## src/rtl/sa_pkg.sv

```systemverilog
// Shared definitions for the Shift_and_Add bit scheduler: width derivations
// and the sequencer state encoding.
package sa_pkg;

   function automatic int adc_precision_f(input int bit_cell, input int bit_dac, input int ouy);
      if (bit_cell == 1 || bit_dac == 1)
         return bit_cell + bit_dac + $clog2(ouy) - 1;
      return bit_cell + bit_dac + $clog2(ouy);
   endfunction

   function automatic int bit_sa_f(input int adc_precision, input int bit_w, input int bit_ifm);
      return adc_precision + bit_w + bit_ifm - 1;
   endfunction

   function automatic int bit_acc_f(input int bit_sa, input int bit_w, input int bit_ifm);
      return bit_sa + $clog2(bit_ifm * bit_w);
   endfunction

   localparam logic [2:0] ST_IDLE  = 3'd0;
   localparam logic [2:0] ST_REQ   = 3'd1;
   localparam logic [2:0] ST_ISSUE = 3'd2;
   localparam logic [2:0] ST_WAIT  = 3'd3;
   localparam logic [2:0] ST_ACC   = 3'd4;
   localparam logic [2:0] ST_DONE  = 3'd5;

   typedef enum logic [2:0] {
      S_IDLE  = ST_IDLE,
      S_REQ   = ST_REQ,
      S_ISSUE = ST_ISSUE,
      S_WAIT  = ST_WAIT,
      S_ACC   = ST_ACC,
      S_DONE  = ST_DONE
   } state_t;

endpackage

```

## src/rtl/sa_pos_counter.sv

```systemverilog
// Nested (input bit, weight bit) position counter: wb is the inner loop,
// ib the outer one; last flags the final pair of a column.
module sa_pos_counter #(
   parameter int BIT_IFM = 8,
   parameter int BIT_W   = 8,
   localparam int IB_W   = $clog2(BIT_IFM),
   localparam int WB_W   = $clog2(BIT_W)
) (
   input  logic            clk,
   input  logic            rst_n,
   input  logic            clr,
   input  logic            inc,
   output logic [IB_W-1:0] ib,
   output logic [WB_W-1:0] wb,
   output logic            last
);

   logic wb_last;

   assign wb_last = (wb == WB_W'(BIT_W - 1));
   assign last    = wb_last && (ib == IB_W'(BIT_IFM - 1));

   // NOTE: sequential state is written with <= so every flop samples the
   // pre-edge values, independent of statement order inside the block.
   always_ff @(posedge clk or negedge rst_n) begin
      if (!rst_n) begin
         ib <= '0;
         wb <= '0;
      end else if (clr) begin
         ib <= '0;
         wb <= '0;
      end else if (inc) begin
         if (wb_last) begin
            wb <= '0;
            ib <= ib + IB_W'(1);
         end else begin
            wb <= wb + WB_W'(1);
         end
      end
   end

endmodule

```

## src/rtl/sa_bit_scheduler.sv

```systemverilog
// Sequencer that walks every (input bit, weight bit) pair of one MAC column
// through a single Shift_and_Add instance and accumulates the signed results.
module sa_bit_scheduler
   import sa_pkg::*;
#(
   parameter int BIT_CELL     = 1,
   parameter int BIT_DAC      = 1,
   parameter int BIT_W        = 8,
   parameter int OUY          = 32,
   parameter int BIT_IFM      = 8,
   localparam int ADC_PRECISION = adc_precision_f(BIT_CELL, BIT_DAC, OUY),
   localparam int BIT_SA        = bit_sa_f(ADC_PRECISION, BIT_W, BIT_IFM),
   localparam int BIT_ACC       = bit_acc_f(BIT_SA, BIT_W, BIT_IFM),
   localparam int OC_W          = $clog2(OUY),
   localparam int IB_W          = $clog2(BIT_IFM),
   localparam int WB_W          = $clog2(BIT_W)
) (
   input  logic                     clk,
   input  logic                     rst_n,
   input  logic                     start,
   input  logic                     abort,
   input  logic [OC_W-1:0]          ones_counter_in,
   output logic                     adc_req,
   input  logic                     adc_valid,
   input  logic [ADC_PRECISION-1:0] adc_data,
   output logic                     sa_in_valid,
   output logic [ADC_PRECISION-1:0] sa_adc_result,
   output logic [BIT_W-1:0]         sa_weight_pos,
   output logic [OC_W-1:0]          sa_ones_counter,
   output logic [IB_W-1:0]          sa_input_pos,
   input  logic                     sa_out_valid,
   input  logic signed [BIT_SA-1:0] sa_result,
   output logic                     busy,
   output logic                     done,
   output logic [BIT_ACC-1:0]       acc_out,
   output logic                     err_spurious
);

   state_t                     state, next_state;
   logic [IB_W-1:0]            ib;
   logic [WB_W-1:0]            wb;
   logic                       last;
   logic                       start_ok;
   logic                       pos_inc;
   logic                       take_adc;
   logic                       take_res;
   logic                       finish;
   logic [OC_W-1:0]            ones_q;
   logic signed [BIT_SA-1:0]   res_q;
   logic signed [BIT_ACC-1:0]  acc;

   assign start_ok = (state == S_IDLE) && start && !abort;
   assign pos_inc  = (state == S_ACC) && !abort;
   assign take_adc = (state == S_REQ) && (next_state == S_ISSUE);
   assign take_res = (state == S_WAIT) && (next_state == S_ACC);
   assign finish   = (state == S_DONE) && !abort;

   sa_pos_counter #(
      .BIT_IFM (BIT_IFM),
      .BIT_W   (BIT_W)
   ) u_pos (
      .clk   (clk),
      .rst_n (rst_n),
      .clr   (start_ok),
      .inc   (pos_inc),
      .ib    (ib),
      .wb    (wb),
      .last  (last)
   );

   // NOTE: next_state gets its default before the case so no path leaves it
   // unassigned; otherwise synthesis would infer a latch.
   always_comb begin
      next_state = state;
      case (state)
         S_IDLE:  if (start)        next_state = S_REQ;
         S_REQ:   if (adc_valid)    next_state = S_ISSUE;
         S_ISSUE:                   next_state = S_WAIT;
         S_WAIT:  if (sa_out_valid) next_state = S_ACC;
         S_ACC:                     next_state = last ? S_DONE : S_REQ;
         S_DONE:                    next_state = S_IDLE;
         default:                   next_state = S_IDLE;
      endcase
      if (abort)
         next_state = S_IDLE;
   end

   // Control outputs are decoded from next_state so they line up with the
   // state they describe while still coming straight out of flops.
   always_ff @(posedge clk or negedge rst_n) begin
      if (!rst_n) begin
         state           <= S_IDLE;
         adc_req         <= 1'b0;
         sa_in_valid     <= 1'b0;
         sa_adc_result   <= '0;
         sa_weight_pos   <= '0;
         sa_ones_counter <= '0;
         sa_input_pos    <= '0;
         busy            <= 1'b0;
         done            <= 1'b0;
         acc_out         <= '0;
         err_spurious    <= 1'b0;
         ones_q          <= '0;
         res_q           <= '0;
         acc             <= '0;
      end else begin
         state        <= next_state;
         adc_req      <= (next_state == S_REQ);
         sa_in_valid  <= (next_state == S_ISSUE);
         busy         <= (next_state != S_IDLE);
         done         <= finish;
         err_spurious <= err_spurious | (sa_out_valid && (state != S_WAIT));

         if (start_ok) begin
            ones_q <= ones_counter_in;
            acc    <= '0;
         end

         // Payload only changes on entry to ISSUE, so it is stable under sa_in_valid.
         if (take_adc) begin
            sa_adc_result   <= adc_data;
            sa_weight_pos   <= BIT_W'(wb);
            sa_input_pos    <= ib;
            sa_ones_counter <= ones_q;
         end

         if (take_res)
            res_q <= sa_result;

         if (pos_inc)
            acc <= acc + BIT_ACC'(res_q);

         if (finish)
            acc_out <= acc;
      end
   end

endmodule

```

## config.mk

```make
export PLATFORM = sky130hd
export DESIGN_NAME = sa_bit_scheduler
export DESIGN_NICKNAME = d
export VERILOG_FILES = /design/src/rtl/sa_pkg.sv /design/src/rtl/sa_pos_counter.sv /design/src/rtl/sa_bit_scheduler.sv
export SDC_FILE = /design/constraint.sdc
export NUM_CORES = 1
export LEC_CHECK = 0
export CAP_MARGIN = 20
export CORE_MARGIN = 5
export CORE_UTILIZATION = 41
export CTS_CLUSTER_DIAMETER = 100
export DETAILED_ROUTE_END_ITERATION = 8
export SYNTH_ARGS = -nofsm -noshare
export SYNTH_HDL_FRONTEND = slang
export SYNTH_SLANG_ARGS = --single-unit
```

## constraint.sdc

```tcl
create_clock -name clk -period 8.7 [get_ports clk]
set_clock_uncertainty 0.05 [all_clocks]
set_input_delay 1.74 -clock clk [delete_from_list [all_inputs] [get_ports clk]]
set_output_delay 1.74 -clock clk [all_outputs]
set_load 0.01 [all_outputs]
```

Word level (Yosys, flattened, before mapping):

Index checks and enable logic that the tools add are counted.

* output and inout bits: 54
* logic and storage cells: 59
* bits in registers: 111

* reduce and logical (&&, ||, !) cells: 14
* muxes and demuxes: 14
* eq/ne operators: 11
* $add $sub $neg: 3
* bitwise operators: 1

Operators by type and width (number)
* $mux W27: 2
* $mux W3: 11
* $add A27 B21 Y27: 1
* $eq A3 B3 Y1 const B: 5
* $pmux W3 S5: 1
* $eq A3 B2 Y1 const B: 3
* $logic_and A1 B1 Y1: 8
* $add A3 B1 Y3 const B: 2
* $eq A3 B1 Y1 const B: 2
* $reduce_bool A2 Y1: 2
* $logic_not A3 Y1: 1
* $ne A3 B2 Y1 const B: 1
* $reduce_bool A3 Y1: 1
* $reduce_and A2 Y1: 1
* $logic_not A1 Y1: 1
* $or A1 B1 Y1: 1

Depth between registers and ports, before layout:

Gate-level depths: netlist of run 1.

* depth after elaboration: 7
* mapped depth: 10

Cells and area by module:

From an unflattened synthesis of run 1, not the netlist that was laid out.

* cell total of the unflattened synthesis: 521
* area total of the unflattened synthesis: 5739.3 sq um

By module, submodules not included
* sa_bit_scheduler: seq. area each 2627.5 sq um, area an instance 5407.7 sq um, instances 1, cells each 493
* sa_pos_counter: seq. area each 150.1 sq um, area an instance 331.6 sq um, instances 1, cells each 28

Least setup slack after synthesis of run 1:

No wires, ideal clock.

* kind: input-to-reg
* start point: input sa_out_valid
* end point: register sa_adc_result[0]
* stages: 5
* data required time: 8.525 ns
* slack: 5.343 ns
* arrival time: 3.182 ns
* path buffers: 1
* cells stage by stage: a21boi_0 -> o21ai_1 -> nor3_2 -> clkbuf_1 -> mux2_2

* longest elaborated chain between the ends: 5

RTL lines
* from (decl): line sa_bit_scheduler.sv:31 `input logic sa_out_valid,`
* $mux W3: line sa_bit_scheduler.sv:79 `S_WAIT: if (sa_out_valid) next_state = S_ACC;`
* $pmux W3 S5: line sa_bit_scheduler.sv:75 `case (state)`
* $mux W3: line sa_bit_scheduler.sv:84 `if (abort)`
* $eq A3 B2 Y1: line sa_bit_scheduler.sv:54 `assign take_adc = (state == S_REQ) && (next_state == S_ISSUE);`
* $logic_and A1 B1 Y1: line sa_bit_scheduler.sv:54
* to (signal assigned): line sa_bit_scheduler.sv:121 `sa_adc_result <= adc_data;`
* to (decl): line sa_bit_scheduler.sv:27 `output logic [ADC_PRECISION-1:0] sa_adc_result,`

No other way between the ends.
A chain may end at the register's enable or synchronous reset.

Worst setup path after layout of run 1:

* start point: input sa_out_valid
* end point: register res_q[11]

* longest elaborated chain between the ends: 5

RTL lines
* $mux W3: line sa_bit_scheduler.sv:79
* $pmux W3 S5: line sa_bit_scheduler.sv:75
* $mux W3: line sa_bit_scheduler.sv:84
* $eq A3 B3 Y1: line sa_bit_scheduler.sv:55 `assign take_res = (state == S_WAIT) && (next_state == S_ACC);`
* $logic_and A1 B1 Y1: line sa_bit_scheduler.sv:55
* to (signal assigned): line sa_bit_scheduler.sv:128 `res_q <= sa_result;`
* to (decl): line sa_bit_scheduler.sv:49 `logic signed [BIT_SA-1:0] res_q;`

No other way between the ends.

==> results of run 1 <==
[layout by cell type (no fill, tap or decap), types with 4 or more instances in the layout]
cell / instances
sky130_fd_sc_hd__a21o_1: 6
sky130_fd_sc_hd__a21oi_1: 26
sky130_fd_sc_hd__and2_1: 4
sky130_fd_sc_hd__and3_1: 7
sky130_fd_sc_hd__buf_4: 6
sky130_fd_sc_hd__clkbuf_16: 9
sky130_fd_sc_hd__clkdlybuf4s50_1: 85
sky130_fd_sc_hd__conb_1: 5
sky130_fd_sc_hd__dfrtp_1: 111
sky130_fd_sc_hd__ha_1: 30
sky130_fd_sc_hd__inv_1: 11
sky130_fd_sc_hd__mux2_2: 67
sky130_fd_sc_hd__nand2_1: 58
sky130_fd_sc_hd__nand3_1: 19
sky130_fd_sc_hd__nor2_1: 18
sky130_fd_sc_hd__nor3_1: 6
sky130_fd_sc_hd__o21ai_0: 27
sky130_fd_sc_hd__o21ai_1: 9
sky130_fd_sc_hd__o21bai_1: 4
sky130_fd_sc_hd__xnor2_1: 17
sky130_fd_sc_hd__xor2_1: 6
[power groups by stage]
| stage | clock network (W) | logic (W) | registers [W] |
|---|---|---|---|
| 2_1_floorplan | 0 | 0.0000685 | 0.000594 |
| 3_5_place_dp | 0 | 0.000173 | 0.000586 |
| 6_report | 0.000465 | 0.000170 | 0.000576 |
| 3_3_place_gp | 0 | 0.000171 | 0.000585 |
| 5_1_grt | 0.000498 | 0.000188 | 0.000582 |
| 4_1_cts | 0.000483 | 0.000174 | 0.000576 |
[worst max-delay path by stage]
stage / slack [ns] / end / depth (start not counted) / start
6_report: 5.18 / res_q[11] / 7 / sa_out_valid
5_1_grt: 5.05 / acc[19] / 7 / abort
4_1_cts: 5.20 / acc[17] / 5 / abort
3_5_place_dp: 4.82 / res_q[11] / 7 / sa_out_valid
3_3_place_gp: 4.63 / res_q[19] / 6 / sa_out_valid
2_1_floorplan: 5.34 / sa_adc_result[0] / 5 / sa_out_valid
[synthesized netlist by cell type (all sizes together) (2+ instances only)]
master	number
dfrtp	111
mux2	67
nand2	58
o21ai	36
ha	30
a21oi	27
clkbuf	19
nand3	19
nor2	19
xnor2	17
inv	11
buf	8
and3	7
nor3	7
a21o	6
xor2	6
and2	4
o21bai	4
a22o	3
a31o	3
mux2i	3
nor2b	3
o211ai	3
o21a	3
a211oi	2
a21boi	2
a311o	2
a32oi	2
and3b	2
and4	2
nand3b	2
nor3b	2
o31ai	2
or3	2
[routing by layer]
metal  part of all wire  routed length, um  vias to the layer above
met1               0.46               5540                     1975
met3              0.046                558                       18
li1                   -                  -                     1953
met2               0.47               5660                       91
met5                  0                  0                        -
met4              0.022                259                        0
[flip-flops by register name, indices dropped and copies added (netlist names), 3 cells and up]
signal and cells:
ones_q 5, acc 27, u_pos.wb 3, sa_adc_result 6, sa_weight_pos 3, u_pos.ib 3
state 3, sa_input_pos 3, sa_ones_counter 5, acc_out 27, res_q 21
[logic make-up (layout without fill, tap and decap cells)]
family / Yosys count / after routing / share of synthesized area
xor gates and xnor gates: 23 / 23 / 0.0360
AOI/OAI and AO/OA: 103 / 103 / 0.119
and+or+nand+nor: 130 / 130 / 0.109
DFF: 111 / 111 / 0.496
muxes: 70 / 70 / 0.140
other: 1 / 5 / 0.000669
adders and majority gates: 31 / 31 / 0.0706
buffers and inverters: 38 / 119 / 0.0290
[critical path, delay by kind of cell]
| kind | cells | cell delay (ns) |
|---|---|---|
| buffers and inverters | 3 | 0.80 |
| and+or+nand+nor | 2 | 0.66 |
| AOI/OAI and AO/OA | 1 | 0.16 |
| muxes | 1 | 0.34 |
[per-stage QoR]
stage | total power (W) | hold slack [ns] | setup slack (ns) | cell area (um^2)
2_1_floorplan | 0.000662 | 0.390 | 5.34 | 5620
3_3_place_gp | 0.000756 | 0.395 | 4.63 | 6610
3_5_place_dp | 0.000760 | 0.405 | 4.82 | 6630
4_1_cts | 0.00123 | 0.420 | 5.20 | 6970
5_1_grt | 0.00127 | 0.437 | 5.05 | 6970
6_report | 0.00121 | 0.410 | 5.18 | 6970
[final cells by class]
cell class              count  area (um^2)  share of cell area
inverters                  11         41.3             0.00593
clock buffers              10          229              0.0329
repair buffers             92          911               0.131
clock inverters             6          109              0.0156
multi-input cells         362         2680               0.385
well taps                 176          220              0.0316
flip-flops and latches    111         2780               0.399
==> results by stage, run 1 <==
Synth:
- Synthesis produced slightly above 500 cells.
- Of the post-synthesis cell area, the dominant cell type holds 0.496.
- By area the synthesized netlist is led by sky130_fd_sc_hd__dfrtp_1 50%, sky130_fd_sc_hd__mux2_2 13%, sky130_fd_sc_hd__ha_1 6.7%.
- Counting flops with an async set or reset pin after synthesis yields a share of 1.00.
- sky130_fd_sc_hd__dfrtp_1 takes more of the synthesized area than any other cell.
- The synthesized netlist contains 54 unique library cells.
- The share of the Yosys chip area taken by registers is 0.496.
- The Yosys step of the flow raised 0 warnings.
- The number of flops mapped to enable cells by yosys is 0.
- The average instance in the mapped netlist occupies about 11 um^2.
- Synthesis inferred approximately 110 register bits.
- The flip-flop cell with the highest count after synthesis is sky130_fd_sc_hd__dfrtp_1.
- After synthesis the cells add up to about 5600 um^2.

Floorplanning:
- The top-level port count is just over 90.
- The chip width is ~130 um.
- The starting density of the core is 0.421.
- The core region is around 13000 um^2.
- The floorplan die area is ~16000 um^2.
- The vertical extent of the die is ~130 um.
- The row count is 42.

Power and ir drop:
- The worst IR drop on VDD is about 0.095 mV.
- The power density relative to cell area is 174 nW/um^2.
- The analysis attributes to net switching a power of between 0.0002 and 0.0003 W.
- Of the total power, combinational logic draws 0.141.
- The design internal power is about 0.00093 W.
- The part of the power in the clock network is 0.384.
- The static leakage power is 3.24 nW.
- Of the total power, registers draw 0.475.
- Of the total power, the share spent switching nets is 0.230.

Finish:
- For this run, the post-layout net count is roughly 660.
- The post-route non-filler standard cell count is between 700 and 800.
- At the end of the flow the core is filled with cells to 0.524.
- The layout filler cell count is 1193.
- The number of antenna diodes in the final layout is 0.
- Of the cells placed in the final design, the portion with a size suffix greater than 1 is 0.162.
- From synthesis to final layout, the design area changed by 24.4%.

Clock network:
- The maximum buffer depth of the clock tree is 2.
- The hold buffer count at CTS is 0.
- In this run, CTS created clock tree buffers numbering 9.
- The tree built by TritonCTS fans out to ~110 sinks.
- The root cell of the clock tree is sky130_fd_sc_hd__clkbuf_16.
- TritonCTS built the clock tree.
- The clock insertion delay at the later pin of the skew report is about 0.35 ns.
- Post-CTS repair changed the size of 0 cells.
- The number of H-tree branching levels is 3.
- After clock tree synthesis, the setup repair step added 0 buffers.
- After clock tree synthesis, the clock-pin slew on the worst setup and hold paths is around 0.070 ns.

Route:
- The number of optimization iterations in the first detailed-route pass is 5.
- The total DRC errors in the routed layout is 0.
- Summed over all layers, the routed wires come to about 12 mm.
- The average routed wire per standard cell is approximately 16 um.
- In the routed layout, each cell is associated on average with a via count of 5.26.
- The via count is about 4000.
- For this block, the initial DRC count from the detailed router was 180.
- The detail route stage leaves a number of antenna-violating nets equal to 0.

Global route:
- For met3 alone, demand over resource in global routing was 0.0307.
- The layer flagged by global routing as most heavily used is met2.
- The initial antenna violation count is 0.
- For this run, global-route usage on met1 was measured as 0.217.
- The via count of the first global-routing pass is about 4300.
- In the global route stage, met2 resource usage came out at 0.252.
- The total track usage is 0.160.
- Entering global routing, the biggest net connects between 70 and 80 pins.
- The wire length of the first global-routing pass is 21.1 mm.
- The aggregate global routing overflow is 0.

Setup path:
- The data arrival time of the critical path is approximately 3.7 ns.
- The kind of capture point of the worst setup path is a flip-flop.
- The worst register-to-register path has a depth of 10.
- On the critical path, the stage with the largest delay is an instance of sky130_fd_sc_hd__nor2_2.
- The worst flop-to-flop path endpoint is acc[26].
- STA classifies the critical path startpoint as a primary input.
- The highest fanout seen on the critical path is 11.
- The data required time at the worst endpoint is 8.89 ns.
- The type of the worst setup path is primary input to flip-flop.
- In this run the register-to-register setup slack is roughly 5.7 ns.
- The startpoint identified for the worst register-to-register timing path is acc[0].
- The critical path goes through clkdlybuf4s50_1 -> inv_1 -> o21ai_0 -> nand2_1 -> nor2_2 -> buf_8 -> mux2_2.
- The highest cell delay on the worst timing path is approximately 0.54 ns.

STA:
- The final cycle utilization of the critical path is 0.404.
- The transition time at the pin with the least slew margin is around 0.93 ns.
- The clock period minus worst slack is between 3 and 4 ns.
- Setup repair after global routing left no endpoint under its margin.
- The final number of hold-violating endpoints is 0.
- The fmax is approximately 0.28 GHz.
- The worst slew slack as a fraction of its limit is 0.378.
- The final-layout setup total negative slack is 0 ns.
- The max-slew violation count is 0.
- The final-report setup violation count is 0.

Place:
- The number of placed instances with taps included is between 700 and 800.
- The number of port buffers is 86.
- Detailed placement ended at an HPWL of 8.64 mm.
- The final RePlAce weighted congestion is approximately 0.86.

Worst hold path:
- The hold path startpoint is err_spurious.
- The worst min-delay path class is flip-flop to flip-flop.
- Counting instances, the worst hold path has a depth of 1.
- For hold timing, the worst endpoint is err_spurious.

Status:
- The run finished with clean final reports.

Flow run:
- Max-cap violations in this run came to 0.
No activity file was read; power rests on OpenSTA's default activity.
==> run 2: changes to the inputs <==
==> constraint.sdc (replaced) <==
create_clock -name clk -period 3.63 [get_ports clk]
set_clock_uncertainty 0.05 [all_clocks]
set_input_delay 0.726 -clock clk [delete_from_list [all_inputs] [get_ports clk]]
set_output_delay 0.726 -clock clk [all_outputs]
set_load 0.01 [all_outputs]
==> results by stage, run 2 (synthesis gave the netlist of run 1 again) <==
Power and ir drop:
- Summed over all nets, the switching power comes to between 0.0006 and 0.0007 W.
- The share of total power dissipated in the clock network is 0.350.
- Of the total power, the share spent switching nets is 0.245.
- For this design the static power due to leakage is about 3.2 nW.
- The part of the power in combinational logic is 0.151.
- In this run the power density over the cells is ~400 nW/um^2.
- The final total power is approximately 0.0028 W.
- The worst-case IR drop observed on VDD is 0.228 mV.
- Cell internal power was estimated by the tool at between 0.002 and 0.0025 W.
- The share of total power dissipated in sequential elements is 0.499.

Setup path:
- The number of cell instances on the worst register-to-register path is 10.
- Of all nets on the critical path, the largest fanout is 4.
- For the worst setup path, the data arrival time is 3.19 ns.
- The type of the worst setup path is flip-flop to flip-flop.
- STA puts the critical path data required time at around 3.8 ns.
- The setup slack of the worst register-to-register path is between 0.6 and 0.7 ns.
- The worst flop-to-flop path endpoint is acc[26].
- Tracing the worst setup path back leads to its startpoint at acc[0].
- The source of the worst register-to-register timing path is acc[0].
- The startpoint class of the critical path is a flip-flop.
- STA classifies the critical path endpoint as a flip-flop.

Global route:
- The largest net degree at the start of global routing is 60.
- The initial antenna violation count came to 0.
- Summed over all layers, the global routing overflow is 0.
- The wire length of the first global-routing pass is ~21 mm.
- The total track usage is 0.161.
- The via count of the first global-routing pass was between 4000 and 5000.

Finish:
- The most common cell after layout, fill and taps aside is sky130_fd_sc_hd__dfrtp_1.
- In the layout the commonest cells are 111 x sky130_fd_sc_hd__dfrtp_1, 85 x sky130_fd_sc_hd__clkdlybuf4s50_1, 67 x sky130_fd_sc_hd__mux2_2.
- In the final layout, flip-flops and latches occupy 2780 um^2.
- The area of the multi-input gates is 2680 um^2.
- In the final layout, the registers with the most flip-flops are acc (27), acc_out (27), res_q (21).
- From synthesis to final layout, the design area changed by 24.0%.
- The filler cells instantiated in the layout total 1194.
- The net total in the final layout is around 660.
- Of the cells placed in the final design, the portion with a size suffix greater than 1 is 0.165.
- The repair_antennas step left the layout with diodes totalling 0.

STA:
- The final cycle utilization of the critical path is 0.827.
- Static timing analysis puts the maximum clock frequency at about 0.33 GHz.
- At the pin with the least slew margin, the transition time is around 0.95 ns.
- The worst path in the final design needs a cycle of approximately 3 ns, including I/O delays and setup.
- The final-layout setup total negative slack is 0 ns.
- The final number of hold-violating endpoints is 0.
- Setup repair after global routing left no endpoint under its margin.
- The max-slew violation count is 0.
- Headroom to the max-slew limit came out at 0.366.
- Setup violations remaining at the end of the flow were counted as 0.

Place:
- The number of port buffers is between 80 and 90.
- Routability-driven placement finished with a final weighted congestion of roughly 0.9.
- The HPWL reported at the end of detailed placement is between 8 and 9 mm.

Flow run:
- The tool flagged a number of max-cap violations equal to 0.

Clock network:
- TritonCTS built the clock tree.
- The number of CTS-inserted buffers is 9.
- The hold buffer count at CTS is 0.
- The maximum buffer depth of the clock tree is 2.
- The post-CTS repair timing setup buffer count is 0.
- The root cell of the clock tree is sky130_fd_sc_hd__clkbuf_16.
- CTS saw around 110 sinks.
- The number of H-tree branching levels is 3.
- The clock slew seen by the registers of the worst setup and hold paths is 0.07 ns.
- Post-CTS repair changed the size of 0 cells.
- The clock insertion delay at the later pin of the skew report is 0.36 ns.

Route:
- The number of DRC markers in iteration 0 is 247.
- In the final routed layout, each cell accounts on average for 16.2 um.
- The vias per cell is between 5 and 6.
- The detail route stage leaves a number of antenna-violating nets equal to 0.
- The routed layout has a little over 4000 vias.
- The total DRC errors in the routed layout is 0.
- The final layout contains routed wiring with a total length of between 10 and 15 mm.
- Before antenna repair, the detailed router went through 7 iterations.

Floorplanning:
- The floorplan die area is roughly 16000 um^2.
- The initialized floorplan defines 42 standard-cell rows.
- The core box area is 13300 um^2.
- The vertical extent of the die is around 130 um.
- The starting density of the core is 0.421.
- The floorplan step set the die width to around 130 um.
- The top-level port count is between 90 and 100.

Worst hold path:
- The worst min-delay path class is primary input to async pin.

Status:
- The run finished with clean final reports.
## run 2: changes by cell type in the layout (fill, tap and decap cells not counted), sizes merged
cell    previous run  this run
clkbuf            10        14
buf                7        10
bufinv             3         0
clkinv             3         2
## run 2: power by group through the flow
| stage | sequential (W) | combinational (W) | clock [W] |
|---|---|---|---|
| 6_report | 0.00138 | 0.000417 | 0.000969 |
| 5_1_grt | 0.00139 | 0.000455 | 0.00105 |
| 4_1_cts | 0.00138 | 0.000425 | 0.000999 |
| 3_5_place_dp | 0.00141 | 0.000423 | 0 |
| 3_3_place_gp | 0.00140 | 0.000416 | 0 |
| 2_1_floorplan | 0.00142 | 0.000164 | 0 |
## run 2: per-stage QoR
stage | area [um^2] | setup WS [ns] | hold WS, ns | utilization | cells
2_1_floorplan | 5620 | 0.896 | 0.380 | - | 511
3_3_place_gp | 6660 | 0.714 | 0.391 | 0.501 | 755
3_5_place_dp | 6660 | 0.645 | 0.402 | 0.501 | 755
4_1_cts | 6940 | 0.636 | 0.416 | 0.522 | 771
5_1_grt | 6940 | 0.427 | 0.450 | 0.522 | 771
6_report | 6940 | 0.629 | 0.397 | 0.522 | 771
## run 2: worst max path at each step
stage | endpoint | slack (ns) | cells past startpoint
2_1_floorplan | acc[26] | 0.90 | 10
3_3_place_gp | acc[26] | 0.71 | 10
3_5_place_dp | acc[9] | 0.65 | 7
4_1_cts | acc[26] | 0.64 | 10
5_1_grt | acc[23] | 0.43 | 9
6_report | acc[26] | 0.63 | 10
## run 2: final cells by class
type                            count  share of cell area
Clock inverter                      2             0.00198
Clock buffer                       14              0.0395
Tap cell                          176              0.0317
Sequential cell                   111               0.400
Inverter                           11             0.00595
Multi-Input combinational cell    362               0.386
Timing Repair Buffer               95               0.135
## run 2: critical path, stage by stage (launching register included)
cell and delay (ns):
sky130_fd_sc_hd__dfrtp_1 0.40, sky130_fd_sc_hd__ha_1 0.22, sky130_fd_sc_hd__fa_1 0.42, sky130_fd_sc_hd__a211oi_1 0.28, sky130_fd_sc_hd__o311a_1 0.22, sky130_fd_sc_hd__nor3b_1 0.08, sky130_fd_sc_hd__a21o_1 0.25, sky130_fd_sc_hd__a41o_1 0.31
sky130_fd_sc_hd__a311oi_4 0.31, sky130_fd_sc_hd__mux2i_1 0.22, sky130_fd_sc_hd__o211ai_1 0.10
## run 2: routing by layer
layer	wire length, um	global-route usage
met1	5870	0.211
met2	5960	0.262
met3	490	0.0429
met4	187	0.0461
met5	0	0
